### src/rtl/spi_pkg.sv
// Shared constants and FSM state type for the SPI slave endpoint.
package spi_pkg;

  localparam int SPI_DATA_W   = 8;
  localparam int SPI_SYNC_STG = 2;

  typedef enum logic [1:0] {
    IDLE   = 2'd0,
    LOAD   = 2'd1,
    SHIFT  = 2'd2,
    RELOAD = 2'd3
  } spi_slv_state_e;

endpackage

### src/rtl/spi_sync_edge.sv
// Multi-flop synchroniser for one asynchronous SPI pin, with registered
// rising/falling edge pulses taken from the synchronised level.
module spi_sync_edge #(
  parameter int   SYNC_STG = 2,
  parameter logic RST_VAL  = 1'b0
) (
  input  logic clk,
  input  logic rst_n,
  input  logic din,
  output logic dout,
  output logic rise_p,
  output logic fall_p
);

  logic [SYNC_STG-1:0] sync_q;
  logic                prev_q;

  // dout is retimed once more so the data level and the edge pulses of
  // every instance line up at the same cycle for the core.
  always_ff @(posedge clk or negedge rst_n) begin
    if (!rst_n) begin
      sync_q <= {SYNC_STG{RST_VAL}};
      dout   <= RST_VAL;
      prev_q <= RST_VAL;
      rise_p <= 1'b0;
      fall_p <= 1'b0;
    end else begin
      sync_q <= {sync_q[SYNC_STG-2:0], din};
      dout   <= sync_q[SYNC_STG-1];
      prev_q <= dout;
      rise_p <= dout & ~prev_q;
      fall_p <= ~dout & prev_q;
    end
  end

endmodule

### src/rtl/spi_slave_core.sv
// SPI mode-0 slave endpoint: oversampled cs_n/sck/mosi, MSB-first shifters,
// valid/ready RX stream and TX stream, back-to-back frames under one select.
module spi_slave_core
  import spi_pkg::*;
#(
  parameter int DATA_W   = SPI_DATA_W,
  parameter int SYNC_STG = SPI_SYNC_STG
) (
  input  logic              clk,
  input  logic              rst_n,
  input  logic              cs_n,
  input  logic              sck,
  input  logic              mosi,
  output logic              miso,
  output logic [DATA_W-1:0] rx_data,
  output logic              rx_valid,
  input  logic              rx_ready,
  input  logic [DATA_W-1:0] tx_data,
  input  logic              tx_valid,
  output logic              tx_ready,
  output logic              rx_overflow,
  output logic              tx_underrun
);

  localparam int              CNT_W    = (DATA_W > 1) ? $clog2(DATA_W) : 1;
  localparam logic [CNT_W-1:0] LAST_BIT = CNT_W'(DATA_W - 1);

  logic cs_n_s_unused, sck_s_unused, mosi_rise_unused, mosi_fall_unused;
  logic sel_p, desel_p, rise_p, fall_p, mosi_s;

  spi_sync_edge #(.SYNC_STG(SYNC_STG), .RST_VAL(1'b1)) u_sync_cs (
    .clk(clk), .rst_n(rst_n), .din(cs_n),
    .dout(cs_n_s_unused), .rise_p(desel_p), .fall_p(sel_p)
  );

  spi_sync_edge #(.SYNC_STG(SYNC_STG), .RST_VAL(1'b0)) u_sync_sck (
    .clk(clk), .rst_n(rst_n), .din(sck),
    .dout(sck_s_unused), .rise_p(rise_p), .fall_p(fall_p)
  );

  spi_sync_edge #(.SYNC_STG(SYNC_STG), .RST_VAL(1'b0)) u_sync_mosi (
    .clk(clk), .rst_n(rst_n), .din(mosi),
    .dout(mosi_s), .rise_p(mosi_rise_unused), .fall_p(mosi_fall_unused)
  );

  spi_slv_state_e     state;
  logic [CNT_W-1:0]   bit_cnt;
  logic [DATA_W-1:0]  tx_sh;
  logic [DATA_W-1:0]  rx_sh;
  logic [DATA_W-1:0]  ld_word;
  logic [DATA_W-1:0]  rx_word;

  // An absent TX word is replaced by zeros rather than stale tx_data.
  assign ld_word = tx_valid ? tx_data : '0;
  assign rx_word = {rx_sh[DATA_W-2:0], mosi_s};

  // Deselect overrides everything; a word already held in rx_data survives it.
  always_ff @(posedge clk or negedge rst_n) begin
    if (!rst_n) begin
      state       <= IDLE;
      bit_cnt     <= '0;
      tx_sh       <= '0;
      rx_sh       <= '0;
      miso        <= 1'b0;
      rx_data     <= '0;
      rx_valid    <= 1'b0;
      tx_ready    <= 1'b0;
      rx_overflow <= 1'b0;
      tx_underrun <= 1'b0;
    end else begin
      tx_ready    <= 1'b0;
      tx_underrun <= 1'b0;
      rx_overflow <= 1'b0;
      if (rx_valid && rx_ready) begin
        rx_valid <= 1'b0;
      end
      if (desel_p) begin
        state   <= IDLE;
        bit_cnt <= '0;
        tx_sh   <= '0;
        rx_sh   <= '0;
        miso    <= 1'b0;
      end else begin
        case (state)
          IDLE: begin
            if (sel_p) begin
              state <= LOAD;
            end
          end
          LOAD: begin
            tx_sh       <= ld_word;
            miso        <= ld_word[DATA_W-1];
            tx_ready    <= tx_valid;
            tx_underrun <= ~tx_valid;
            bit_cnt     <= '0;
            state       <= SHIFT;
          end
          SHIFT: begin
            if (rise_p) begin
              rx_sh <= rx_word;
              if (bit_cnt == LAST_BIT) begin
                bit_cnt <= '0;
                state   <= RELOAD;
                if (!rx_valid || rx_ready) begin
                  rx_data  <= rx_word;
                  rx_valid <= 1'b1;
                end else begin
                  rx_overflow <= 1'b1;
                end
              end else begin
                bit_cnt <= bit_cnt + CNT_W'(1);
              end
            end else if (fall_p && (bit_cnt != '0)) begin
              tx_sh <= tx_sh << 1;
              miso  <= tx_sh[DATA_W-2];
            end
          end
          RELOAD: begin
            // The falling edge closing one frame presents the next frame's MSB.
            if (fall_p) begin
              tx_sh       <= ld_word;
              miso        <= ld_word[DATA_W-1];
              tx_ready    <= tx_valid;
              tx_underrun <= ~tx_valid;
              bit_cnt     <= '0;
              state       <= SHIFT;
            end
          end
          default: state <= IDLE;
        endcase
      end
    end
  end

endmodule
### config.mk
export PLATFORM = sky130hd
export DESIGN_NAME = spi_slave_core
export DESIGN_NICKNAME = d
export VERILOG_FILES = /design/src/rtl/spi_pkg.sv /design/src/rtl/spi_sync_edge.sv /design/src/rtl/spi_slave_core.sv
export SDC_FILE = /design/constraint.sdc
export NUM_CORES = 1
export LEC_CHECK = 0
export ABC_CLOCK_PERIOD_IN_PS = 2200
export CORE_UTILIZATION = 45
export DETAILED_ROUTE_END_ITERATION = 10
export GPL_TIMING_DRIVEN = 0
export PLACE_DENSITY = 0.68
export SYNTH_ARGS = -nofsm -noshare
export SYNTH_HDL_FRONTEND = slang
export SYNTH_SLANG_ARGS = --single-unit
### constraint.sdc
create_clock -name clk -period 2.2 [get_ports clk]
set_input_delay 0.33 -clock clk [delete_from_list [all_inputs] [get_ports clk]]
set_output_delay 0.33 -clock clk [all_outputs]
set_load 0.01 [all_outputs]
==> results_tabular.tex <==
\begin{tabular}{lr}
\hline
Metric & Value \\
\hline
\multicolumn{2}{l}{\textbf{Critical path}} \\
Sum of buffers and inverters on the critical path & 1 \\
Beginning of the worst register-to-register path & u\_sync\_sck.fall\_p \\
Required arrival time at the worst endpoint & 2380 ps \\
Nature of the critical path startpoint & flop \\
Classification of the worst setup path & reg2reg \\
Critical path endpoint category & flop \\
Crit-path cells & nand2b\_1 > a21oi\_1 > o31a\_1 > buf\_4 > mux2\_2 \\
Number of cell instances on the worst register-to-register path & 5 \\
Crit-path max cell delay & 400 ps \\
Capture point of the worst reg-to-reg path & tx\_sh[2] \\
Worst-path cell with the longest stage delay & sky130\_fd\_sc\_hd\_\_dfrtp\_1 \\
Kind of cell adding the most delay to the critical path & compound AO/OA/AOI/OAI gates \\
Largest fanout on the critical path & 8 \\
Register-to-register setup slack & 500 ps \\
Worst path arrival time & 1870 ps \\
\multicolumn{2}{l}{\textbf{Clock network}} \\
Reg clk slew, reported paths & 80 ps \\
Post-CTS Resized & 0 \\
Number of clock sinks & 47 \\
Clk root buf & sky130\_fd\_sc\_hd\_\_clkbuf\_8 \\
Num CTS Buffers & 5 \\
Setup Fix Bufs, Post-CTS & 0 \\
Clock latency at the later pin of the worst-skew pair & 290 ps \\
CTS tree & yes \\
CTS Buffer Depth & 2 \\
Hold buffer count at CTS & 1 \\
H-tree lvl count & 2 \\
\multicolumn{2}{l}{\textbf{Floorplanning}} \\
Die X & between 60 and 70 um \\
Height of the chip & 67.42 um \\
I/O pin count & 28 \\
Number of standard-cell rows in the floorplan & 23 \\
Placeable core area & 0.004058 mm2 \\
Full die area & 0.004545 mm2 \\
Initial cell density of the core & 0.4746 \\
\multicolumn{2}{l}{\textbf{Yosys}} \\
Synth Instances & 156 \\
Post-synthesis sequential area ratio & 0.6134 \\
Leading cell types by total area after synthesis & sky130\_fd\_sc\_hd\_\_dfrtp\_1 (56\%), sky130\_fd\_sc\_hd\_\_mux2\_4 (6.2\%), sky130\_fd\_sc\_hd\_\_dfstp\_2 (5.5\%) \\
Share of the synthesized area in the top cell type & 0.5588 \\
Number of enable flip-flop cells after synthesis & 0 \\
Total standard cell area after synthesis & 0.001926 mm2 \\
Synthesized Nets & 175 \\
Warnings from Yosys & 0 \\
Register bit count reported by yosys & 47 \\
Syn avg cell area & 12.34 um2 \\
Fraction of synthesis flops using an asynchronous set or reset pin & 1.000 \\
Most frequently used flop master after synthesis & sky130\_fd\_sc\_hd\_\_dfrtp\_1 \\
Post-synthesis cell type count & 28 \\
Leading area contributor after synthesis & sky130\_fd\_sc\_hd\_\_dfrtp\_1 \\
\multicolumn{2}{l}{\textbf{Worst hold path}} \\
Path type of the worst min-delay path & reg2reg \\
Endpoint of the worst hold-timing path & u\_sync\_mosi.sync\_q[1] \\
Number of cells on the worst hold path & 0 \\
Worst Min Path Start & u\_sync\_mosi.sync\_q[0] \\
\multicolumn{2}{l}{\textbf{Power}} \\
Power density over the cells & 757.0 mW/mm2 \\
Internal power & 0.001385 W \\
Logic pwr share & 0.126 \\
Fraction of power consumed by sequential logic & 0.536 \\
Sw Share & 0.2334 \\
Leakage power & $\sim$1.1 nW \\
Total power of the final layout & 0.001806 W \\
Clock network fraction of design power & 0.338 \\
Max VDD drop & 532.5 uV \\
Net load switching power & 0.0004216 W \\
\multicolumn{2}{l}{\textbf{STA}} \\
Transition time at the pin with the least slew margin & around 480 ps \\
Max Clk Rate & 589.9 MHz \\
Unrepaired setup endpoints after global routing & false \\
Max-slew headroom at the worst pin & 0.6820 \\
Final worst-path cycle share & 0.7706 \\
Final period demand of the worst path & around 1700 ps \\
Finish-stage setup viols & 0 \\
Max-slew violation count & 0 \\
Count of final hold-check violations & 0 \\
Clock Skew & 7.780 ps \\
\multicolumn{2}{l}{\textbf{Run status}} \\
Result of the run & finished clean \\
\multicolumn{2}{l}{\textbf{Layout}} \\
Final instance area & 0.002386 mm2 \\
Most common cell after layout, fill and taps aside & sky130\_fd\_sc\_hd\_\_dfrtp\_1 \\
Final net count & 210 \\
Commonest non-fill, non-tap cells in the layout & sky130\_fd\_sc\_hd\_\_dfrtp\_1 (43), sky130\_fd\_sc\_hd\_\_nand2\_1 (28), sky130\_fd\_sc\_hd\_\_clkdlybuf4s50\_1 (25) \\
Number of standard cells in the final layout excluding fillers & approximately 240 \\
Share of cells above drive strength 1 & 0.1927 \\
Area added between synthesis and finish & 23.91\% \\
Antenna cell count & 0 \\
\multicolumn{2}{l}{\textbf{Place}} \\
Port-buffer cells & 26 \\
Final HPWL DP & 2179 um \\
Placed Cells & around 230 \\
Placed Area & between 0.002 and 0.0025 mm2 \\
Final estimated routing congestion in global placement & $\sim$0.79 \\
\multicolumn{2}{l}{\textbf{Routing}} \\
Detailed Routing Iterations Pass 1 & 4 \\
Count of antenna-violating nets left after detailed routing & 0 \\
Routed vias & between 1k and 1.5k \\
Wire length per cell & roughly 12 um \\
Remaining routing DRC violations & 0 \\
Detailed Route Iter0 Violations & 55 \\
Via count normalized by instance count & 5.008 \\
Drt total wl & 3000 um \\
\multicolumn{2}{l}{\textbf{Global route}} \\
Pin count of the biggest net entering global routing & 33 \\
Vias in the first global route & 1192 \\
Number of antenna violations at the first check in global routing & 0 \\
Total grt overflow & 0 \\
Total routing resource utilization after global routing & 0.1592 \\
Peak-usage layer in the global routing report & met2 \\
Wire length of the first global-routing pass & 5188 um \\
Global-route met3 utilization & 0.05068 \\
Met2 Use GR & 0.2600 \\
Met1 layer usage reported by global route & 0.1890 \\
\multicolumn{2}{l}{\textbf{Run}} \\
Number of max-cap violations & 0 \\
\hline
\end{tabular}
-- final cells by class --
type,count,area [um2]
clock inverters,3,43.79
repair buffers,28,285.3
plain buffers,9,52.55
inverters,2,7.507
well taps,50,62.56
multi-input cells,98,684.4
flip-flops and latches,47,1181
clock buffers,5,68.82
fillers,325,1672
-- worst max path at each step --
| stage | start | to | slack, ps | cells past startpoint |
|---|---|---|---|---|
| after floorplan | bit_cnt[0] | rx_data[0] | 620 | 6 |
| after global placement | rst_n | state[0] | -330 | 1 |
| after detailed placement | rx_ready | rx_data[0] | 520 | 5 |
| after CTS | bit_cnt[0] | rx_data[0] | 510 | 6 |
| after global routing | u_sync_sck.fall_p | tx_sh[2] | 370 | 5 |
| final | u_sync_sck.fall_p | tx_sh[2] | 500 | 5 |
-- cell families (layout without fill, tap and decap cells) --
group,count (synthesis),in the layout,share of synthesized area
multiplexers,17,17,0.1144
buffers and inverters,11,47,0.03119
adder cells (fa/ha/maj),4,4,0.02599
AND/OR/NAND/NOR,59,59,0.1631
AO/OA/AOI/OAI,18,18,0.05198
flip-flops,47,47,0.6134
-- cells in the mapped netlist (2+ instances only) --
cell type / instances
sky130_fd_sc_hd__nand3_1: 10
sky130_fd_sc_hd__dfrtp_1: 43
sky130_fd_sc_hd__dfstp_2: 4
sky130_fd_sc_hd__nor2b_1: 5
sky130_fd_sc_hd__mux2_2: 8
sky130_fd_sc_hd__nor2_1: 4
sky130_fd_sc_hd__or2b_1: 2
sky130_fd_sc_hd__nand2_1: 28
sky130_fd_sc_hd__buf_6: 2
sky130_fd_sc_hd__ha_1: 4
sky130_fd_sc_hd__nand3b_1: 2
sky130_fd_sc_hd__inv_1: 2
sky130_fd_sc_hd__a21oi_1: 15
sky130_fd_sc_hd__mux2_4: 8
sky130_fd_sc_hd__clkbuf_1: 6
-- sequential cells by signal, summed over array words and instances (netlist names), 2 cells and up --
name                flops
state                   2
u_sync_sck.sync_q       2
bit_cnt                 3
tx_sh                   7
u_sync_mosi.sync_q      2
rx_sh                   7
rx_data                 8
u_sync_cs.sync_q        2
-- power by group through the flow --
stage          combinational [W]  sequential (W)  clock, W
2_1_floorplan           0.000144        0.000978         0
3_3_place_gp            0.000219        0.000980         0
3_5_place_dp            0.000230        0.000984         0
4_1_cts                 0.000231        0.000968  0.000636
5_1_grt                 0.000257        0.000977  0.000670
6_report                0.000227        0.000968  0.000611
-- metal layers --
metal / part of all wire / up-vias
met4: 0.013 / 0
met2: 0.50 / 30
met1: 0.44 / 584
met3: 0.044 / 5
met5: 0 / -
li1: - / 593
-- metrics by stage --
stage,hold slack (ps),util,TNS [ps],setup slack [ps]
after floorplan,34.41,-,0,618.8
after global placement,334.8,0.5541,-14310,-335.0
after detailed placement,272.1,0.5578,0,520.8
after CTS,358.9,0.5880,0,510.5
after global routing,363.4,0.5880,0,369.4
final,357.3,0.5880,0,504.7
(Power assumes the default switching activity.)
